===== src/rtl/cpu_ctrl_pkg.sv =====
// Shared constants and types for the multicycle MIPS-subset control unit.
package cpu_ctrl_pkg;

    localparam int ALUOP_W = 6;
    localparam int STATE_W = 4;

    // Opcodes (IR[31:26])
    localparam logic [5:0] OP_RTYPE = 6'h00;
    localparam logic [5:0] OP_J     = 6'h02;
    localparam logic [5:0] OP_JAL   = 6'h03;
    localparam logic [5:0] OP_BNE   = 6'h05;
    localparam logic [5:0] OP_ADDI  = 6'h08;
    localparam logic [5:0] OP_XORI  = 6'h0E;
    localparam logic [5:0] OP_LW    = 6'h23;
    localparam logic [5:0] OP_SW    = 6'h2B;

    // R-type function codes (IR[5:0])
    localparam logic [5:0] FN_JR  = 6'h08;
    localparam logic [5:0] FN_ADD = 6'h20;
    localparam logic [5:0] FN_SUB = 6'h22;
    localparam logic [5:0] FN_SLT = 6'h2A;

    // ALU operation codes
    localparam logic [ALUOP_W-1:0] ALU_PASS_A = 6'h00;
    localparam logic [ALUOP_W-1:0] ALU_ADD    = 6'h20;
    localparam logic [ALUOP_W-1:0] ALU_SUB    = 6'h22;
    localparam logic [ALUOP_W-1:0] ALU_XOR    = 6'h26;
    localparam logic [ALUOP_W-1:0] ALU_SLT    = 6'h2A;

    // Mux select encodings
    localparam logic       MEMIN_ALUR  = 1'b0;
    localparam logic       MEMIN_PC    = 1'b1;
    localparam logic       SRCA_A      = 1'b0;
    localparam logic       SRCA_PC     = 1'b1;
    localparam logic [1:0] SRCB_ONE    = 2'd0;
    localparam logic [1:0] SRCB_B      = 2'd1;
    localparam logic [1:0] SRCB_IMM    = 2'd2;
    localparam logic [1:0] SRCB_IMM_SH = 2'd3;
    localparam logic [1:0] PCSRC_JUMP  = 2'd0;
    localparam logic [1:0] PCSRC_ALU   = 2'd1;
    localparam logic [1:0] PCSRC_ALUR  = 2'd2;
    localparam logic [1:0] DST_RT      = 2'd0;
    localparam logic [1:0] DST_RD      = 2'd1;
    localparam logic [1:0] DST_R31     = 2'd2;
    localparam logic       REGIN_ALUR  = 1'b0;
    localparam logic       REGIN_MDR   = 1'b1;

    // All 16 encodings are used by running states. The illegal-instruction
    // lockout therefore reuses ST_IDLE, held there by the sticky illegal flag.
    typedef enum logic [STATE_W-1:0] {
        ST_IDLE     = 4'd0,
        ST_FETCH    = 4'd1,
        ST_DECODE   = 4'd2,
        ST_R_EX     = 4'd3,
        ST_R_WB     = 4'd4,
        ST_I_EX     = 4'd5,
        ST_I_WB     = 4'd6,
        ST_MEM_ADDR = 4'd7,
        ST_MEM_RD   = 4'd8,
        ST_MEM_WB   = 4'd9,
        ST_MEM_WR   = 4'd10,
        ST_BNE_EX   = 4'd11,
        ST_J        = 4'd12,
        ST_JR       = 4'd13,
        ST_JAL_LINK = 4'd14,
        ST_JAL_WB   = 4'd15
    } state_t;

    typedef struct packed {
        logic               pc_we;
        logic               memin;
        logic               mem_we;
        logic               ir_we;
        logic               alu_srca;
        logic [1:0]         alu_srcb;
        logic [ALUOP_W-1:0] aluop;
        logic [1:0]         pc_src;
        logic [1:0]         dst;
        logic               regin;
        logic               reg_we;
        logic               a_we;
        logic               b_we;
        logic               instr_done;
    } ctrl_t;

endpackage


===== src/rtl/ctrl_out_decode.sv =====
// Combinational decode of the FSM state into the datapath control vector.
// Only BNE_EX looks at zeroflag; opcode/funct refine the ALU op in the EX states.
module ctrl_out_decode
    import cpu_ctrl_pkg::*;
(
    input  state_t     state,
    input  logic [5:0] opcode,
    input  logic [5:0] funct,
    input  logic       zeroflag,
    output ctrl_t      ctrl
);

    // Per-state control outputs; anything not set stays 0.
    always_comb begin
        ctrl = '0;
        case (state)
            ST_FETCH: begin
                ctrl.memin    = MEMIN_PC;
                ctrl.ir_we    = 1'b1;
                ctrl.alu_srca = SRCA_PC;
                ctrl.alu_srcb = SRCB_ONE;
                ctrl.aluop    = ALU_ADD;
                ctrl.pc_src   = PCSRC_ALU;
                ctrl.pc_we    = 1'b1;
            end
            ST_DECODE: begin
                ctrl.a_we     = 1'b1;
                ctrl.b_we     = 1'b1;
                ctrl.alu_srca = SRCA_PC;
                ctrl.alu_srcb = SRCB_IMM;
                ctrl.aluop    = ALU_ADD;
            end
            ST_R_EX: begin
                ctrl.alu_srca = SRCA_A;
                ctrl.alu_srcb = SRCB_B;
                ctrl.aluop    = funct;
            end
            ST_R_WB: begin
                ctrl.dst        = DST_RD;
                ctrl.regin      = REGIN_ALUR;
                ctrl.reg_we     = 1'b1;
                ctrl.instr_done = 1'b1;
            end
            ST_I_EX: begin
                ctrl.alu_srca = SRCA_A;
                ctrl.alu_srcb = SRCB_IMM;
                ctrl.aluop    = (opcode == OP_XORI) ? ALU_XOR : ALU_ADD;
            end
            ST_I_WB: begin
                ctrl.dst        = DST_RT;
                ctrl.regin      = REGIN_ALUR;
                ctrl.reg_we     = 1'b1;
                ctrl.instr_done = 1'b1;
            end
            ST_MEM_ADDR: begin
                ctrl.alu_srca = SRCA_A;
                ctrl.alu_srcb = SRCB_IMM;
                ctrl.aluop    = ALU_ADD;
            end
            ST_MEM_RD: begin
                ctrl.memin = MEMIN_ALUR;
            end
            ST_MEM_WB: begin
                ctrl.dst        = DST_RT;
                ctrl.regin      = REGIN_MDR;
                ctrl.reg_we     = 1'b1;
                ctrl.instr_done = 1'b1;
            end
            ST_MEM_WR: begin
                ctrl.memin      = MEMIN_ALUR;
                ctrl.mem_we     = 1'b1;
                ctrl.instr_done = 1'b1;
            end
            ST_BNE_EX: begin
                ctrl.alu_srca   = SRCA_A;
                ctrl.alu_srcb   = SRCB_B;
                ctrl.aluop      = ALU_SUB;
                ctrl.pc_src     = PCSRC_ALUR;
                ctrl.pc_we      = ~zeroflag;
                ctrl.instr_done = 1'b1;
            end
            ST_J: begin
                ctrl.pc_src     = PCSRC_JUMP;
                ctrl.pc_we      = 1'b1;
                ctrl.instr_done = 1'b1;
            end
            ST_JR: begin
                ctrl.alu_srca   = SRCA_A;
                ctrl.aluop      = ALU_PASS_A;
                ctrl.pc_src     = PCSRC_ALU;
                ctrl.pc_we      = 1'b1;
                ctrl.instr_done = 1'b1;
            end
            ST_JAL_LINK: begin
                ctrl.alu_srca = SRCA_PC;
                ctrl.aluop    = ALU_PASS_A;
            end
            ST_JAL_WB: begin
                ctrl.dst        = DST_R31;
                ctrl.regin      = REGIN_ALUR;
                ctrl.reg_we     = 1'b1;
                ctrl.pc_src     = PCSRC_JUMP;
                ctrl.pc_we      = 1'b1;
                ctrl.instr_done = 1'b1;
            end
            default: ctrl = '0;
        endcase
    end

endmodule


===== src/rtl/multicycle_ctrl.sv =====
// Multicycle MIPS-subset control FSM: state register, next-state logic and
// sticky illegal flag; output decode lives in ctrl_out_decode.
//
//  state     | meaning
//  ----------+------------------------------------------------------------
//  IDLE      | parked, no enables; also the lockout after an illegal instr
//  FETCH     | IR <= mem[PC], PC <= PC+1
//  DECODE    | load A/B, branch target into ALU result reg, dispatch
//  R_EX      | A op B (op from funct)
//  R_WB      | rd <= result (end)
//  I_EX      | A + / ^ sign-extended imm
//  I_WB      | rt <= result (end)
//  MEM_ADDR  | address = A + imm
//  MEM_RD    | memory read, MDR captures
//  MEM_WB    | rt <= MDR (end)
//  MEM_WR    | memory write (end)
//  BNE_EX    | compare A-B, branch if not zero (end)
//  J         | PC <= jump target (end)
//  JR        | PC <= A (end)
//  JAL_LINK  | incremented PC into ALU result reg
//  JAL_WB    | r31 <= link, PC <= jump target (end)
module multicycle_ctrl
    import cpu_ctrl_pkg::*;
(
    input  logic               clk,
    input  logic               rst_n,
    input  logic               en,
    input  logic [5:0]         opcode,
    input  logic [5:0]         funct,
    input  logic               zeroflag,
    output logic               PC_WE,
    output logic               MEMIN,
    output logic               MEM_WE,
    output logic               IR_WE,
    output logic               ALU_SRCA,
    output logic [1:0]         ALU_SRCB,
    output logic [ALUOP_W-1:0] ALUOP,
    output logic [1:0]         PC_SRC,
    output logic [1:0]         DST,
    output logic               REGIN,
    output logic               REG_WE,
    output logic               A_WE,
    output logic               B_WE,
    output logic               instr_done,
    output logic               illegal,
    output logic [STATE_W-1:0] dbg_state
);

    state_t state_q;
    state_t state_d;
    logic   illegal_q;
    logic   set_illegal;
    ctrl_t  ctrl;

    // State register.
    always_ff @(posedge clk or negedge rst_n) begin
        if (!rst_n) state_q <= ST_IDLE;
        else        state_q <= state_d;
    end

    // Sticky illegal flag; only reset clears it.
    always_ff @(posedge clk or negedge rst_n) begin
        if (!rst_n)           illegal_q <= 1'b0;
        else if (set_illegal) illegal_q <= 1'b1;
    end

    // Next-state logic and opcode dispatch.
    always_comb begin
        state_d     = state_q;
        set_illegal = 1'b0;
        case (state_q)
            ST_IDLE: begin
                if (en && !illegal_q) state_d = ST_FETCH;
            end
            ST_FETCH: state_d = ST_DECODE;
            ST_DECODE: begin
                case (opcode)
                    OP_RTYPE: begin
                        if (funct == FN_ADD || funct == FN_SUB || funct == FN_SLT) begin
                            state_d = ST_R_EX;
                        end else if (funct == FN_JR) begin
                            state_d = ST_JR;
                        end else begin
                            state_d     = ST_IDLE;
                            set_illegal = 1'b1;
                        end
                    end
                    OP_LW, OP_SW:     state_d = ST_MEM_ADDR;
                    OP_ADDI, OP_XORI: state_d = ST_I_EX;
                    OP_BNE:           state_d = ST_BNE_EX;
                    OP_J:             state_d = ST_J;
                    OP_JAL:           state_d = ST_JAL_LINK;
                    default: begin
                        state_d     = ST_IDLE;
                        set_illegal = 1'b1;
                    end
                endcase
            end
            ST_R_EX:     state_d = ST_R_WB;
            ST_I_EX:     state_d = ST_I_WB;
            ST_MEM_ADDR: state_d = (opcode == OP_LW) ? ST_MEM_RD : ST_MEM_WR;
            ST_MEM_RD:   state_d = ST_MEM_WB;
            ST_JAL_LINK: state_d = ST_JAL_WB;
            ST_R_WB, ST_I_WB, ST_MEM_WB, ST_MEM_WR,
            ST_BNE_EX, ST_J, ST_JR, ST_JAL_WB: begin
                state_d = en ? ST_FETCH : ST_IDLE;
            end
            default: state_d = ST_IDLE;
        endcase
    end

    ctrl_out_decode u_decode (
        .state    (state_q),
        .opcode   (opcode),
        .funct    (funct),
        .zeroflag (zeroflag),
        .ctrl     (ctrl)
    );

    // Flatten the control vector onto the ports.
    always_comb begin
        PC_WE      = ctrl.pc_we;
        MEMIN      = ctrl.memin;
        MEM_WE     = ctrl.mem_we;
        IR_WE      = ctrl.ir_we;
        ALU_SRCA   = ctrl.alu_srca;
        ALU_SRCB   = ctrl.alu_srcb;
        ALUOP      = ctrl.aluop;
        PC_SRC     = ctrl.pc_src;
        DST        = ctrl.dst;
        REGIN      = ctrl.regin;
        REG_WE     = ctrl.reg_we;
        A_WE       = ctrl.a_we;
        B_WE       = ctrl.b_we;
        instr_done = ctrl.instr_done;
        illegal    = illegal_q;
        dbg_state  = state_q;
    end

endmodule

===== config.mk =====
export PLATFORM = sky130hd
export DESIGN_NAME = multicycle_ctrl
export DESIGN_NICKNAME = d
export VERILOG_FILES = /design/src/rtl/cpu_ctrl_pkg.sv /design/src/rtl/ctrl_out_decode.sv /design/src/rtl/multicycle_ctrl.sv
export SDC_FILE = /design/constraint.sdc
export NUM_CORES = 1
export LEC_CHECK = 0
export BUFFER_PORTS_ARGS = -buffer_cell sky130_fd_sc_hd__buf_2
export CAP_MARGIN = 20
export CELL_PAD_IN_SITES_DETAIL_PLACEMENT = 0
export CELL_PAD_IN_SITES_GLOBAL_PLACEMENT = 2
export CORE_UTILIZATION = 20
export DETAILED_ROUTE_END_ITERATION = 7
export PLACE_DENSITY_LB_ADDON = 0.15
export SLEW_MARGIN = 20
export SYNTH_ARGS = -nofsm -noshare
export SYNTH_HDL_FRONTEND = slang
export SYNTH_SLANG_ARGS = --single-unit

===== constraint.sdc =====
create_clock -name clk -period 1.6 [get_ports clk]
set_input_delay 0.08 -clock clk [delete_from_list [all_inputs] [get_ports clk]]
set_output_delay 0.08 -clock clk [all_outputs]
set_load 0.005 [all_outputs]

==> results of run 1 <==
[synthesized netlist by cell type]
| cell | number | area [µm²] |
|---|---|---|
| buf_6 | 1 | 11.3 |
| nor2_1 | 14 | 52.6 |
| o21ai_1 | 1 | 5.00 |
| o22a_1 | 1 | 8.76 |
| nor4b_1 | 1 | 8.76 |
| a21oi_2 | 1 | 8.76 |
| o22a_2 | 1 | 10.0 |
| inv_1 | 6 | 22.5 |
| nor2b_1 | 1 | 6.26 |
| o41ai_1 | 1 | 8.76 |
| nand2_1 | 15 | 56.3 |
| and3b_1 | 1 | 8.76 |
| clkbuf_1 | 6 | 22.5 |
| dfrtp_1 | 5 | 125 |
| nor3_1 | 8 | 40.0 |
| or2_1 | 1 | 6.26 |
| o32ai_1 | 1 | 8.76 |
| a21oi_1 | 5 | 25.0 |
| nand2b_1 | 6 | 37.5 |
| a211oi_1 | 1 | 7.51 |
| buf_4 | 2 | 15.0 |
| o21ai_2 | 1 | 8.76 |
| a21o_1 | 1 | 7.51 |
| o21a_1 | 1 | 7.51 |
| nand3_1 | 3 | 15.0 |
| or2b_1 | 1 | 7.51 |
| o21ai_0 | 8 | 40.0 |
| a31oi_1 | 2 | 12.5 |
| o21bai_1 | 1 | 7.51 |
| or4_1 | 2 | 15.0 |
| or2_2 | 1 | 6.26 |
| nand4bb_1 | 1 | 11.3 |
| or3_1 | 2 | 12.5 |
| xnor2_1 | 1 | 8.76 |
| or4_4 | 2 | 22.5 |
| o22ai_1 | 2 | 12.5 |
| nor3b_1 | 1 | 7.51 |
| nor4_1 | 2 | 12.5 |
| and2_1 | 2 | 12.5 |
| o31ai_1 | 2 | 15.0 |
[worst min-delay path by stage]
stage           from                  endpoint  cells past startpoint
2_1_floorplan  rst_n  dbg_state[0]$_DFFE_PN0P_                      0
3_3_place_gp   rst_n  dbg_state[0]$_DFFE_PN0P_                      1
3_5_place_dp   rst_n  dbg_state[0]$_DFFE_PN0P_                      1
4_1_cts           en  dbg_state[0]$_DFFE_PN0P_                      3
5_1_grt           en  dbg_state[0]$_DFFE_PN0P_                      3
6_report          en  dbg_state[0]$_DFFE_PN0P_                      3
[stage by stage]
step,std cells,setup slack [ps]
after global routing,216,-15.8
after floorplan,115,-69.2
after CTS,214,4.97
after global placement,207,-224
final,216,41.7
after detailed placement,207,-246
[cells by family after synthesis]
| kind of cell | after synthesis | share of synthesized area |
|---|---|---|
| simple gates | 64 | 0.459 |
| compound gates | 30 | 0.263 |
| buf+inv | 15 | 0.0966 |
| flops | 5 | 0.169 |
| xor+xnor | 1 | 0.0119 |
[power by group]
part,total (mW),leakage [nW],internal [mW],switching [mW]
Clock,0.229,0.0228,0.171,0.0580
Sequential,0.180,0.0631,0.152,0.0281
Combinational,0.487,0.527,0.253,0.235
[registers in the layout, indices dropped and copies added (netlist names)]
register	flops
dbg_state	4
illegal	1
[cell usage in the layout, fill, tap and decap left out, types with 2 or more instances in the layout]
cell      instances
buf_2            42
buf_4            15
nor2_1           14
nand2_1          11
o21ai_0           8
nor3_1            7
a21oi_1           5
inv_1             5
nand2b_1          4
nand2_2           4
dfrtp_1           4
nand3_1           3
or4_4             3
clkbuf_8          3
nand2b_4          2
and2_1            2
o22ai_1           2
or3_1             2
a31oi_1           2
nor4_1            2
o31ai_1           2
buf_6             2
[worst max-delay path: stages, from the launching register on]
cell and delay [ps]:
dfrtp_1 390, nand2b_4 150, or4_4 540, nand2_2 80
buf_2 100
[area by class of cell]
class / count / area (µm²)
fillers: 400 / 2260
multi-input cells: 95 / 578
repair buffers: 60 / 355
flip-flops and latches: 5 / 126
well taps: 46 / 57.6
clock buffers: 4 / 45.0
inverters: 6 / 22.5
[layer usage]
metal | wire length, µm | track usage | vias to the layer above
met1 | 1230 | 0.186 | 458
met2 | 1250 | 0.224 | 30
met4 | 0 | 0.0262 | 0
met5 | 0 | 0 | -
li1 | - | - | 518
met3 | 144 | 0.0292 | 0
[what timing repair did]
item	CTS	global route
hold buffers	1	0
buffers inserted	2	2
pin swaps	1	1
endpoints found under the hold margin	5	0
gates resized for setup	4	9
cloned	0	0
setup endpoints to repair	6	8
==> flow_summary.ini, run 1 <==
[yosys]
synthesis.nets = 131
post_synth.cell_area_avg_um2 = 6.42
syn-instance-count = 115
syn_area_um2 = 738
yosysUniqueCellTypes = 40
yosysWarningCount = 0
synth.ff_latch_count = 5
synth.yosys.seq_area_share = 0.169

[global_route]
grt_pass1_wl_um = 4400
grt_overflow_total = 0
grt_usage = 0.138
grt_pass1_vias = 963
grt_antenna_before_repair = 0
grt_max_degree = 17

[final_layout]
layout.nets = 187
n_antenna_cell = 0
areaGrowthSynthToFinish_pct = 60.5
finish.utilization = 0.344
final_cell_area_um2 = 1180
post_route_cells_drive_above_1_share = 0.465

[sta]
timing.final.hold_violations = 0
worst-slew-pin-transition_ps = 386
worst_slew_margin_rel = 0.740
final-setup-viol-count = 0
final-max-slew-violation-count = 0
grt_setup_unrepaired = yes
min_clock_period_post_route_ps = 1560
finalClockSkew_ps = 1.01
period_share = 0.974
hold_slack_ps = 92.9
timing.fmax_mhz = 642
setup_tns_ps = 0

[clock_network]
clockRootBuffer = clkbuf_8
clock_path_buffers = 2
cts_tree = yes
cts.htree.levels = 1
cts.sinks = 5
clock_latency_ps = 220
path_clk_slew_ps = 30
cts_buffers = 3

[routing]
detailedRoute.firstPassIterationCount = 4
route.final.wire_length_um = 2620
detail-route-antenna-nets = 0
route.vias.total = 1006
routedWlPerCell_um = 12.1
dr.first_iter.drc_count = 24
via_per_inst = 4.66
drcViolationCount = 0

[place]
port-buffer-count = 42
routability_congestion_estimate = 0.777
postPlaceCellArea_um2 = 1050
dpl.hpwl_um = 2050

[die]
die_h_um = 62.8
die-width_um = 62.8
initial_cell_density_of_the_core = 0.214
boundaryPins = 43
die_area_um2 = 3940
core-area_um2 = 3440
num_rows = 21

[run_status]
outcome = completed

[critical_path]
setup.worst_path.start_class = flip-flop
critical_path_peak_fanout = 2
worstSetupEndpointType = primary output
reg2reg_setup_slack_ps = 230
critPathKind = flip-flop to primary output
r2r_start = dbg_state[3]$_DFFE_PN0P_
worstPathArrival_ps = 1480
r2r_cells = 5
worst_r2r_endpoint = illegal$_DFFE_PN0P_
worst_setup_path_startpoint = dbg_state[1]$_DFFE_PN0P_
critPathCapture = ALUOP[2]
timing.critical_path.required_ps = 1520

[flow_run]
max_cap_check_violation_count = 0

[pwr]
power.leakage_nw = 0.612
power_density_nw_per_um2 = 756
power.ir.vdd_worst_uv = 251
design_power_total_uw = 896

[min_path]
hp-class = input pin to flip-flop
(Power assumes the default switching activity.)
==> inputs of run 2 (changes only) <==
PLACE_DENSITY = 0.88   (was not set)
PLACE_DENSITY_LB_ADDON = not set   (was 0.15)
==> flow_summary.ini, run 2 (same netlist as run 1, synthesis figures left out) <==
[clock_network]
cts_buffers = 3
cts.htree.levels = 1
cts.sinks = 5
path_clk_slew_ps = 30
clock_path_buffers = 2
cts_tree = yes
clockRootBuffer = clkbuf_8
clock_latency_ps = 220

[sta]
timing.final.hold_violations = 0
period_share = 0.974
finalClockSkew_ps = 0.369
timing.fmax_mhz = 641
worst_slew_margin_rel = 0.683
setup_tns_ps = 0
final-setup-viol-count = 0
grt_setup_unrepaired = yes
worst-slew-pin-transition_ps = 471
worst_case_setup_margin_in_the_final_layout_ps = 41.0
min_clock_period_post_route_ps = 1560
final-max-slew-violation-count = 0

[die]
core-area_um2 = 3440
die_area_um2 = 3940
boundaryPins = 43
initial_cell_density_of_the_core = 0.214
die-width_um = 62.8
num_rows = 21
die_h_um = 62.8

[final_layout]
post_route_cells_drive_above_1_share = 0.459
layout.nets = 189
largest_register_ff_count = 4
commonest_non_fill_non_tap_cell_in_the_layout = buf_2
multi_input_area_um2 = 574
n_antenna_cell = 0
post_layout_nonfiller_instances = 218
areaGrowthSynthToFinish_pct = 62.9
most-common-layout-cells = 41 x buf_2, 17 x buf_4, 14 x nor2_1
n_fill_cell = 385
final-seq-area_um2 = 126

[global_route]
grt_usage = 0.124
grt_antenna_before_repair = 0
grt_max_degree = 17
grt_pass1_vias = 928
grt_pass1_wl_um = 4010
grt_overflow_total = 0

[pwr]
power.leakage_nw = 0.613
power_density_nw_per_um2 = 741
power.ir.vdd_worst_uv = 188
design_power_total_uw = 891

[place]
placed_cell_count = 207
routability_congestion_estimate = 0.744
dpl.hpwl_um = 1900
dpl_worst_slack_ps = -251
port-buffer-count = 42

[critical_path]
cp_num_buf_inv = 2
reg2reg_setup_slack_ps = 170
cp_common_cell = nand2_2
worst_r2r_endpoint = illegal$_DFFE_PN0P_
critical_path_peak_fanout = 3
critPathSlowestCell = or4_4
crit_path_cell_trace = inv_2 -> nand2_2 -> or4_4 -> nand2_2 -> buf_2
critPathCapture = ALUOP[1]
timing.critical_path.required_ps = 1520
setup.worst_path.start_class = flip-flop
critPathKind = flip-flop to primary output
r2r_start = dbg_state[2]$_DFFE_PN0P_
worstPathArrival_ps = 1480
cp.depth = 5
critical-path-top-delay-family = simple AND/OR/NAND/NOR gates
worstSetupEndpointType = primary output
crit_path_max_incr_delay_ps = 560
r2r_cells = 4
worst_setup_path_startpoint = dbg_state[3]$_DFFE_PN0P_

[routing]
detailedRoute.firstPassIterationCount = 4
route.final.wire_length_um = 2420
dr.first_iter.drc_count = 58
via_per_inst = 4.72
detail-route-antenna-nets = 0
drcViolationCount = 0
route.vias.total = 1028
routedWlPerCell_um = 11.1

[min_path]
whs_path_depth = 3
hp-class = input pin to flip-flop

[flow_run]
max_cap_check_violation_count = 0

[run_status]
outcome = completed
==> run 2: routing by layer <==
layer | track usage | routed length [µm] | vias to the layer above
li1 | - | - | 522
met1 | 0.160 | 1130 | 470
met2 | 0.207 | 1170 | 36
met3 | 0.0146 | 125 | 0
met4 | 0.0552 | 0 | 0
met5 | 0 | 0 | -
==> run 2: cell type report <==
class,instances,share of cell area
sequential,5,0.105
timing repair buffer,62,0.313
inverter,6,0.0187
multi-input combinational,95,0.478
clock buffer,4,0.0375
tap,46,0.0479
==> run 2: worst min-delay path by stage <==
stage	startpoint	endpoint	slack [ps]
after floorplan	rst_n	dbg_state[0]$_DFFE_PN0P_	-220
after global placement	rst_n	dbg_state[0]$_DFFE_PN0P_	-100
after detailed placement	rst_n	illegal$_DFFE_PN0P_	-100
after CTS	en	dbg_state[0]$_DFFE_PN0P_	90
after global routing	en	dbg_state[0]$_DFFE_PN0P_	110
final	en	dbg_state[0]$_DFFE_PN0P_	90
==> run 2: power by group <==
group          internal (mW)  leakage [nW]  switching, mW
registers              0.152        0.0631         0.0269
logic                  0.249         0.527          0.233
clock network          0.171        0.0228         0.0598
==> run 2: stage by stage <==
| stage | util | hold WS, ps | area [µm²] |
|---|---|---|---|
| after CTS | 0.328 | 89.2 | 1130 |
| after global routing | 0.349 | 111 | 1200 |
| after detailed placement | 0.306 | -103 | 1050 |
| after global placement | 0.306 | -103 | 1050 |
| after floorplan | - | -216 | 742 |
| final | 0.349 | 90.0 | 1200 |
==> run 2: repair_timing <==
item                                    CTS  global route
buffers inserted                          1             5
hold buffers                              1             0
endpoints found under the setup margin    6             7
resized for setup                         3            10
endpoints found under the hold margin     5             0
pin swaps                                 1             3
==> run 2: tightest hold or removal path: stages <==
cell	delay, ps
buf_2	90
a21oi_1	60
nand2_1	50
